--- src/rtl/otter_lsu_pkg.sv ---
// Shared types and constants for the OTTER load/store unit.
package otter_lsu_pkg;

  localparam logic [31:0] IO_BASE_DEFAULT = 32'h1100_0000;

  localparam logic [1:0] SIZE_B   = 2'd0;
  localparam logic [1:0] SIZE_H   = 2'd1;
  localparam logic [1:0] SIZE_W   = 2'd2;
  localparam logic [1:0] SIZE_ILL = 2'd3;

  typedef enum logic [2:0] {
    IDLE  = 3'd0,
    RD_LO = 3'd1,
    RD_HI = 3'd2,
    WAIT  = 3'd3,
    WR_LO = 3'd4,
    WR_HI = 3'd5,
    RESP  = 3'd6
  } lsu_state_e;

  // Bytes never straddle a word; halves only straddle from offset 3.
  function automatic logic is_misaligned(input logic [1:0] off, input logic [1:0] size);
    logic mis;
    case (size)
      SIZE_H:  mis = (off == 2'd3);
      SIZE_W:  mis = (off != 2'd0);
      default: mis = 1'b0;
    endcase
    return mis;
  endfunction

endpackage

--- src/rtl/otter_lsu_align.sv ---
// Combinational load extraction and store merge over a {hi,lo} word pair.
module otter_lsu_align
  import otter_lsu_pkg::*;
(
  input  logic [63:0] pair_i,
  input  logic [1:0]  off_i,
  input  logic [1:0]  size_i,
  input  logic        sign_i,
  input  logic [31:0] wdata_i,
  output logic [31:0] load_o,
  output logic [63:0] merge_o
);

  logic [31:0] shifted_s;
  logic [7:0]  bmask_s;
  logic [63:0] bitmask_s;
  logic [63:0] wshift_s;

  // Right-shift the pair by the byte offset, then truncate and extend.
  always_comb begin
    case (off_i)
      2'd0:    shifted_s = pair_i[31:0];
      2'd1:    shifted_s = pair_i[39:8];
      2'd2:    shifted_s = pair_i[47:16];
      2'd3:    shifted_s = pair_i[55:24];
      default: shifted_s = 32'h0;
    endcase
    // sign_i set means unsigned (lbu/lhu).
    case (size_i)
      SIZE_B:  load_o = sign_i ? {24'h0, shifted_s[7:0]}  : {{24{shifted_s[7]}}, shifted_s[7:0]};
      SIZE_H:  load_o = sign_i ? {16'h0, shifted_s[15:0]} : {{16{shifted_s[15]}}, shifted_s[15:0]};
      SIZE_W:  load_o = shifted_s;
      default: load_o = 32'h0;
    endcase
  end

  // Byte-mask the store data into the old pair.
  always_comb begin
    case (size_i)
      SIZE_B:  bmask_s = 8'h01;
      SIZE_H:  bmask_s = 8'h03;
      SIZE_W:  bmask_s = 8'h0F;
      default: bmask_s = 8'h00;
    endcase
    bmask_s = bmask_s << off_i;
    for (int i = 0; i < 8; i++) begin
      bitmask_s[8*i +: 8] = {8{bmask_s[i]}};
    end
    wshift_s = {32'h0, wdata_i} << {off_i, 3'b000};
    merge_o  = (pair_i & ~bitmask_s) | (wshift_s & bitmask_s);
  end

endmodule

--- src/rtl/otter_lsu.sv ---
// OTTER load/store unit driving data port 2 of the dual-port memory.
// Define OTTER_LSU_MISALIGN_EN to split misaligned accesses; otherwise they are rejected.
module otter_lsu
  import otter_lsu_pkg::*;
#(
  parameter logic [31:0] IO_BASE = IO_BASE_DEFAULT
) (
  input  logic        CLK,
  input  logic        RST_N,
  input  logic        REQ_VALID,
  output logic        REQ_READY,
  input  logic [31:0] REQ_ADDR,
  input  logic        REQ_WE,
  input  logic [31:0] REQ_WDATA,
  input  logic [1:0]  REQ_SIZE,
  input  logic        REQ_SIGN,
  output logic        RSP_VALID,
  output logic [31:0] RSP_RDATA,
  output logic        RSP_ERR,
  output logic [31:0] MEM_ADDR2,
  output logic [31:0] MEM_DIN2,
  output logic        MEM_WRITE2,
  output logic        MEM_READ2,
  output logic [1:0]  MEM_SIZE,
  output logic        MEM_SIGN,
  input  logic [31:0] MEM_DOUT2
);

`ifdef OTTER_LSU_MISALIGN_EN
  localparam logic MIS_EN = 1'b1;
`else
  localparam logic MIS_EN = 1'b0;
`endif

  lsu_state_e  state_q, state_d;
  logic [31:0] addr_q, addr_d, wdata_q, wdata_d, lo_q, lo_d, hi_q, hi_d;
  logic [1:0]  size_q, size_d;
  logic        sign_q, sign_d, we_q, we_d, mis_q, mis_d;

  logic        ready_q, ready_d, rsp_valid_q, rsp_valid_d, rsp_err_q, rsp_err_d;
  logic [31:0] rsp_rdata_q, rsp_rdata_d, mem_addr_q, mem_addr_d, mem_din_q, mem_din_d;
  logic        mem_write_q, mem_write_d, mem_read_q, mem_read_d;
  logic [1:0]  mem_size_q, mem_size_d;

  logic [31:0] req_lo_s, cur_lo_s, cur_hi_s, load_s;
  logic        req_mis_s, req_ill_s;
  logic [63:0] pair_s, merge_s;

  assign req_lo_s  = {REQ_ADDR[31:2], 2'b00};
  assign req_mis_s = is_misaligned(REQ_ADDR[1:0], REQ_SIZE);
  // A split access must not touch IO space nor wrap past the top of memory.
  assign req_ill_s = (REQ_SIZE == SIZE_ILL) ||
                     (req_mis_s && (!MIS_EN || (req_lo_s >= IO_BASE) || (req_lo_s == 32'hFFFF_FFFC)));
  assign cur_lo_s  = {addr_q[31:2], 2'b00};
  assign cur_hi_s  = cur_lo_s + 32'd4;

  // In WAIT the second word is still on MEM_DOUT2; later states use the captured pair.
  always_comb begin
    if (state_q == WAIT) begin
      if (mis_q) begin
        pair_s = {MEM_DOUT2, lo_q};
      end else begin
        pair_s = {32'h0, MEM_DOUT2};
      end
    end else begin
      pair_s = {hi_q, lo_q};
    end
  end

  otter_lsu_align u_align (
    .pair_i  (pair_s),
    .off_i   (addr_q[1:0]),
    .size_i  (size_q),
    .sign_i  (sign_q),
    .wdata_i (wdata_q),
    .load_o  (load_s),
    .merge_o (merge_s)
  );

  // Next state plus next value of every registered output.
  always_comb begin
    state_d     = state_q;
    addr_d      = addr_q;
    wdata_d     = wdata_q;
    size_d      = size_q;
    sign_d      = sign_q;
    we_d        = we_q;
    mis_d       = mis_q;
    lo_d        = lo_q;
    hi_d        = hi_q;
    rsp_valid_d = 1'b0;
    rsp_err_d   = 1'b0;
    rsp_rdata_d = 32'h0;
    mem_read_d  = 1'b0;
    mem_write_d = 1'b0;
    mem_addr_d  = 32'h0;
    mem_din_d   = 32'h0;
    mem_size_d  = 2'b00;
    case (state_q)
      IDLE: begin
        if (REQ_VALID && ready_q) begin
          addr_d  = REQ_ADDR;
          wdata_d = REQ_WDATA;
          size_d  = REQ_SIZE;
          sign_d  = REQ_SIGN;
          we_d    = REQ_WE;
          mis_d   = req_mis_s;
          if (req_ill_s) begin
            state_d     = RESP;
            rsp_valid_d = 1'b1;
            rsp_err_d   = 1'b1;
          end else if (REQ_WE && !req_mis_s) begin
            state_d     = WR_LO;
            mem_write_d = 1'b1;
            mem_addr_d  = REQ_ADDR;
            mem_size_d  = REQ_SIZE;
            mem_din_d   = REQ_WDATA;
          end else begin
            state_d    = RD_LO;
            mem_read_d = 1'b1;
            mem_addr_d = req_lo_s;
            mem_size_d = SIZE_W;
          end
        end else begin
          state_d = IDLE;
        end
      end
      RD_LO: begin
        if (mis_q) begin
          state_d    = RD_HI;
          mem_read_d = 1'b1;
          mem_addr_d = cur_hi_s;
          mem_size_d = SIZE_W;
        end else begin
          state_d = WAIT;
        end
      end
      RD_HI: begin
        lo_d    = MEM_DOUT2;
        state_d = WAIT;
      end
      WAIT: begin
        if (mis_q) begin
          hi_d = MEM_DOUT2;
        end else begin
          lo_d = MEM_DOUT2;
        end
        // Only misaligned stores come through WAIT.
        if (we_q) begin
          state_d     = WR_LO;
          mem_write_d = 1'b1;
          mem_addr_d  = cur_lo_s;
          mem_size_d  = SIZE_W;
          mem_din_d   = merge_s[31:0];
        end else begin
          state_d     = RESP;
          rsp_valid_d = 1'b1;
          rsp_rdata_d = load_s;
        end
      end
      WR_LO: begin
        if (mis_q) begin
          state_d     = WR_HI;
          mem_write_d = 1'b1;
          mem_addr_d  = cur_hi_s;
          mem_size_d  = SIZE_W;
          mem_din_d   = merge_s[63:32];
        end else begin
          state_d     = RESP;
          rsp_valid_d = 1'b1;
        end
      end
      WR_HI: begin
        state_d     = RESP;
        rsp_valid_d = 1'b1;
      end
      RESP: begin
        state_d = IDLE;
      end
      default: begin
        state_d = IDLE;
      end
    endcase
    ready_d = (state_d == IDLE);
  end

  // State, request capture and output registers.
  always_ff @(posedge CLK or negedge RST_N) begin
    if (!RST_N) begin
      state_q     <= IDLE;
      addr_q      <= 32'h0;
      wdata_q     <= 32'h0;
      size_q      <= 2'b00;
      sign_q      <= 1'b0;
      we_q        <= 1'b0;
      mis_q       <= 1'b0;
      lo_q        <= 32'h0;
      hi_q        <= 32'h0;
      ready_q     <= 1'b1;
      rsp_valid_q <= 1'b0;
      rsp_err_q   <= 1'b0;
      rsp_rdata_q <= 32'h0;
      mem_read_q  <= 1'b0;
      mem_write_q <= 1'b0;
      mem_addr_q  <= 32'h0;
      mem_din_q   <= 32'h0;
      mem_size_q  <= 2'b00;
    end else begin
      state_q     <= state_d;
      addr_q      <= addr_d;
      wdata_q     <= wdata_d;
      size_q      <= size_d;
      sign_q      <= sign_d;
      we_q        <= we_d;
      mis_q       <= mis_d;
      lo_q        <= lo_d;
      hi_q        <= hi_d;
      ready_q     <= ready_d;
      rsp_valid_q <= rsp_valid_d;
      rsp_err_q   <= rsp_err_d;
      rsp_rdata_q <= rsp_rdata_d;
      mem_read_q  <= mem_read_d;
      mem_write_q <= mem_write_d;
      mem_addr_q  <= mem_addr_d;
      mem_din_q   <= mem_din_d;
      mem_size_q  <= mem_size_d;
    end
  end

  assign REQ_READY  = ready_q;
  assign RSP_VALID  = rsp_valid_q;
  assign RSP_ERR    = rsp_err_q;
  assign RSP_RDATA  = rsp_rdata_q;
  assign MEM_ADDR2  = mem_addr_q;
  assign MEM_DIN2   = mem_din_q;
  assign MEM_WRITE2 = mem_write_q;
  assign MEM_READ2  = mem_read_q;
  assign MEM_SIZE   = mem_size_q;
  // Every access is a raw word or an in-place store, so memory-side extension is never wanted.
  assign MEM_SIGN   = 1'b0;

endmodule

--- config.mk ---
export PLATFORM = sky130hd
export DESIGN_NAME = otter_lsu
export DESIGN_NICKNAME = d
export VERILOG_FILES = /design/src/rtl/otter_lsu_pkg.sv /design/src/rtl/otter_lsu_align.sv /design/src/rtl/otter_lsu.sv
export SDC_FILE = /design/constraint.sdc
export NUM_CORES = 1
export LEC_CHECK = 0
export CORE_MARGIN = 2
export CORE_UTILIZATION = 55
export DETAILED_ROUTE_END_ITERATION = 10
export HOLD_SLACK_MARGIN = 0.05
export PLACE_DENSITY_LB_ADDON = 0.05
export SLEW_MARGIN = 0
export SYNTH_ARGS = -nofsm -noshare
export SYNTH_HDL_FRONTEND = slang
export SYNTH_SLANG_ARGS = --single-unit
--- constraint.sdc ---
create_clock -name CLK -period 6.7 [get_ports CLK]
set_input_delay 1.005 -clock CLK [delete_from_list [all_inputs] [get_ports CLK]]
set_output_delay 1.005 -clock CLK [all_outputs]
set_load 0.01 [all_outputs]
After elaboration in Yosys (flattened, before gate mapping). Index checks and enable logic that the tools add are counted.

Flip-flop bits (word level): 239. Logic and storage cells: 107.

Equal/unequal tests: 15. Shifts and indexed selects: 2. Reductions and logical operators: 14. Bitwise logic cells: 4. Multiplexer cells: 53. $add $sub $neg: 1.

Operator list (number): $mux 32 (14); $pmux 32 s3 (3); $and 64x64->64 (2); $mux 64 (2); $pmux 32 s4 (1); $not 64->64 (1); $or 64x64->64 (1); $pmux 32 s2 (1); $shl 32x5->64 (1); $add 32x3->32 const B (1); $pmux 3 s6 (1); $mux 2 (8); $mux 1 (14); $eq 2x2->1 const B (6); $pmux 4 s3 (1); $mux 3 (3); $shl 4x2->8 (1); $eq 2x1->1 const B (3); $eq 3x2->1 const B (2); $eq 3x3->1 const B (2); $logic_not 3->1 (2); $pmux 2 s3 (1); $reduce_and 2->1 (3); $logic_not 2->1 (2); 10 further kinds (13).

Logic depth before layout (Yosys ltp).
Depth after elaboration: 9. Gate-level depth with buffers: 9.

Hierarchy. A second synthesis with hierarchy kept.

Cell total of the unflattened synthesis: 1282. Area, all modules: 13060.0 um^2.

Modules (own cells, without submodules): otter_lsu (times used 1, cells each 955, area an instance 10431.3 um^2, sequential area each 5982.0 um^2); otter_lsu_align (times used 1, cells each 327, area an instance 2628.8 um^2, sequential area each 0.0 um^2).

Worst setup path after synthesis. Ideal clock, no wire load.

Path type: input-to-reg. Start point: input REQ_SIZE[0]. End point: register mem_din_q[31], in the netlist MEM_DIN2[31]. Setup time: 0.066 ns. Data arrival time: 2.648 ns. Buffers on the path: 2. Stages: 8. Path slack: 3.986 ns. Cell sequence: inv_1 > ha_1 > and3b_1 > a311oi_2 > and3_1 > buf_2 > buf_2 > a221o_1.

Cells in the longest elaborated chain, start to end: 8.

RTL lines: from (decl) (RTL line otter_lsu.sv:15) `input logic [1:0] REQ_SIZE,`; $eq 2x2->1 or $eq 2x1->1 (tied branches) (RTL line otter_lsu_pkg.sv:24) `case (size)`; $pmux 1 s2 (RTL line otter_lsu_pkg.sv:24); $logic_not 1->1 (RTL line otter_lsu.sv:112) `end else if (REQ_WE && !req_mis_s) begin`; $logic_and 1x1->1 (RTL line otter_lsu.sv:112); $mux 32 (RTL line otter_lsu.sv:112); $mux 32 * (RTL line otter_lsu.sv:108) `if (req_ill_s) begin`; $mux 32 * (RTL line otter_lsu.sv:101) `if (REQ_VALID && ready_q) begin`; $pmux 32 s3 * (RTL line otter_lsu.sv:99) `case (state_q)`; net mem_din_d[31] (RTL line otter_lsu.sv:41) `logic [31:0] rsp_rdata_q, rsp_rdata_d, mem_addr_q, mem_addr_d, mem_din_q, mem_din_d;`; to (signal assigned) (RTL line otter_lsu.sv:225) `mem_din_q <= mem_din_d;`; to (decl) (RTL line otter_lsu.sv:41).

The timed path passes the listed nets; every way through them passes the cells marked *. A chain may end at the register's enable or synchronous reset.

Worst setup path after layout.
Start point: register state_q[0]. End point: register rsp_rdata_q[25], in the netlist RSP_RDATA[25].

Cells in the longest elaborated chain, start to end: 7.

RTL lines: from (decl) (RTL line otter_lsu.sv:35) `lsu_state_e state_q, state_d;`; from (signal assigned) (RTL line otter_lsu.sv:209) `state_q <= state_d;`; $eq 3x2->1 * (RTL line otter_lsu.sv:59, otter_lsu.sv:99); $mux 64 (RTL line otter_lsu.sv:59) `if (state_q == WAIT) begin`; $pmux 32 s4 (RTL line otter_lsu_align.sv:21) `case (off_i)`; $mux 32, on equally long branches (RTL line otter_lsu_align.sv:31, otter_lsu_align.sv:30); $pmux 32 s3 (RTL line otter_lsu_align.sv:29) `case (size_i)`; $mux 32 (RTL line otter_lsu.sv:149) `if (we_q) begin`; $mux 32 * (RTL line otter_lsu.sv:99); net rsp_rdata_d[25] (RTL line otter_lsu.sv:41); to (signal assigned) (RTL line otter_lsu.sv:221) `rsp_rdata_q <= rsp_rdata_d;`; to (decl) (RTL line otter_lsu.sv:41).

Marks and branches as above.

==> qor.yml <==
clk_path_buf_depth: 3
hold_path.class: "reg -> reg"
avgSynthCellArea_sq_um: 9.45
synth_area_sq_um: 12500
routedWlPerCell_um: 23.4
drive_gt1_share_pct: 8.92
synth_most_common_cell: "nand2_1"
crit_fanout: 13
rsz0062_at_grt: "no"
grt_max_degree: 122
period_share_pct: 54.1
drt-initial-drc-count: 1361
final_antenna_net_count: 0
critPathBufInv: 0
yosys-top-cells-area: "dfrtp_1, nand2_1, mux2i_1"
crit_required_ns: 7.14
antenna_found_initial: 0
layout.cells.non_filler: 1788
gp_congestion: 0.923
drc_errors: 0
critPathLaunchType: "register"
timing.clock.skew_ns: 0.0107
routed_via_density: 6.34
final_nets: 1594
ys_types: 69
postCtsHoldBufs: 0
ioPinCount: 207
grt_usage_pct: 34.4
p_leak_nw: 6.98
first_pass_iters: 5
finalWirelength_um: 41900
peakVddDrop_mv: 0.253
dieHeight_um: 155
fmax_ghz: 0.276
antenna_cells: 0
post-place-cells: 1738
status: "finished, final reports clean"
area_delta_synth_final_pct: 24.4
synth_cells: 1325
cp_slowest_cell: "nor4bb_4"
rows: 55
clk_pin_slew_worst_paths_ns: 0.06
drv_cap: 0
synth_edf_count: 0
final_max_slew_viol_count: 0
setup_violations: 0
cellPowerDensity_nw_per_um2: 473
cts_setup_buffers: 0
ys_warn_count: 0
endpoint_kind: "register"
grt_overflow_total: 0
synth_common_cells: "nand2_1, dfrtp_1, mux2i_1"
synth_async_sr_flop_share_pct: 100
crit_chain: "nor4bb_4 > mux4_2 > nor3b_2 > a32oi_1 > o21ai_0"
ys.flop_type: "dfrtp_1"
setup_tns_ns: 0
cts-root-buf: "clkbuf_16"
grt_pass1_vias: 10900
crit_family: "simple AND/OR/NAND/NOR gates"
cts_made_buffers: 27
yosys_register_bits: 239
start_util_pct: 55.7
slew-limit-headroom_pct: 14.9
die_area_sq_um: 24000
io_buffers: 205
fp.coreArea_sq_um: 22500
final_hold_viol_count: 0
chipWidth_um: 155
synth_largest_area_cell: "dfrtp_1"
vias: 11300
worst_pin_slew_ns: 1.27
synth-seq-area-share_pct: 47.8
cts_resized: 0
arrival_ns: 4.07
grt_pass1_wl_um: 63600
slowest_delay_ns: 0.90
fin_crit_ns: 3.63
hpwlAfterDp_um: 28300
syn-num-nets: 1437
critPathKind: "reg -> reg"
worstSkewPairLatency_ns: 0.54
htree_num_levels: 1
synth_top_area_share_pct: 47.5
clock_sinks: 239
cts_tree: "yes"
-- flip-flops by register name, summed over array words and instances, names as in the netlist, 2 cells and up --
| signal | count |
|---|---|
| lo_q | 32 |
| addr_q | 32 |
| RSP_RDATA | 32 |
| wdata_q | 32 |
| state_q | 3 |
| MEM_SIZE | 2 |
| MEM_DIN2 | 32 |
| hi_q | 32 |
| MEM_ADDR2 | 32 |
| size_q | 2 |
-- cell usage in the layout, fill, tap and decap left out, drive strengths merged, types with 17 or more instances in the layout --
cell,netlist,routed
nand2,367,367
dfrtp,238,238
clkdlybuf4s50,0,204
mux2i,93,93
nor2,60,60
o21ai,60,60
mux2,41,41
clkbuf,45,41
nand3,31,31
a221o,29,29
a22oi,28,28
a211oi,23,23
a21oi,22,22
inv,20,21
buf,52,21
a31oi,17,17
-- area by class of cell --
type                       count  area (sq um)
fill                        1745          6920
multi-input combinational    969          6030
sequential                   239          5990
timing repair buffer         225          2220
clock buffer                  41           818
tap                          285           357
clock inverter                 9          98.8
inverter                      20          75.1
-- kinds of logic after synthesis --
group / share of synthesized area, %
and+or+nand+nor: 19.3
AOI/OAI and AO/OA: 15.5
DFF: 47.8
muxes: 12.2
buffers and inverters: 4.34
adders and majority gates: 0.899
other: 0.0299
xor gates and xnor gates: 0.0699
-- routing by layer --
layer	track usage, %	routed length (um)
met1	49.5	17500
met2	53.1	18900
met3	4.79	3830
met4	13.6	1690
met5	0	0
-- stage by stage --
step	total power [mW]	cell area, sq um	utilization, %	hold slack, ns	setup WS [ns]
after floorplan	4.51	12500	-	0.446	3.99
after global placement	5.70	14700	65.2	0.459	2.87
after detailed placement	5.75	14700	65.2	0.464	2.77
after CTS	7.28	15600	69.3	0.478	3.18
after global routing	7.71	15600	69.3	0.500	2.82
final	7.38	15600	69.3	0.478	3.07
-- worst reg2reg max path, stage by stage, from the launching register on --
cell and delay (ns):
dfrtp_1 0.58, nor4bb_4 0.90, mux4_2 0.65, nor3b_2 0.67, a32oi_1 0.50, o21ai_0 0.23
-- power by group --
part           switching, mW  leakage (nW)  internal, mW  total [mW]
Clock                  0.613         0.460         0.916        1.53
Combinational           1.98          3.45          1.38        3.36
Sequential             0.505          3.08          1.98        2.49
-- path summary, 6_finish.rpt --
| path | startpoint | to | slack, ns | cells past startpoint |
|---|---|---|---|---|
| min | hi_q[25] | hi_q[25] | 0.48 | 2 |
| max | state_q[0] | RSP_RDATA[25] | 3.07 | 5 |
| max reg2reg | state_q[0] | RSP_RDATA[25] | 3.07 | 5 |
| max in group asynchronous | RST_N | addr_q[3] | 5.00 | 2 |
| min reg2reg | hi_q[25] | hi_q[25] | 0.48 | 2 |
| min in group asynchronous | RST_N | RSP_RDATA[10] | 0.52 | 1 |
(Power assumes the default switching activity.)
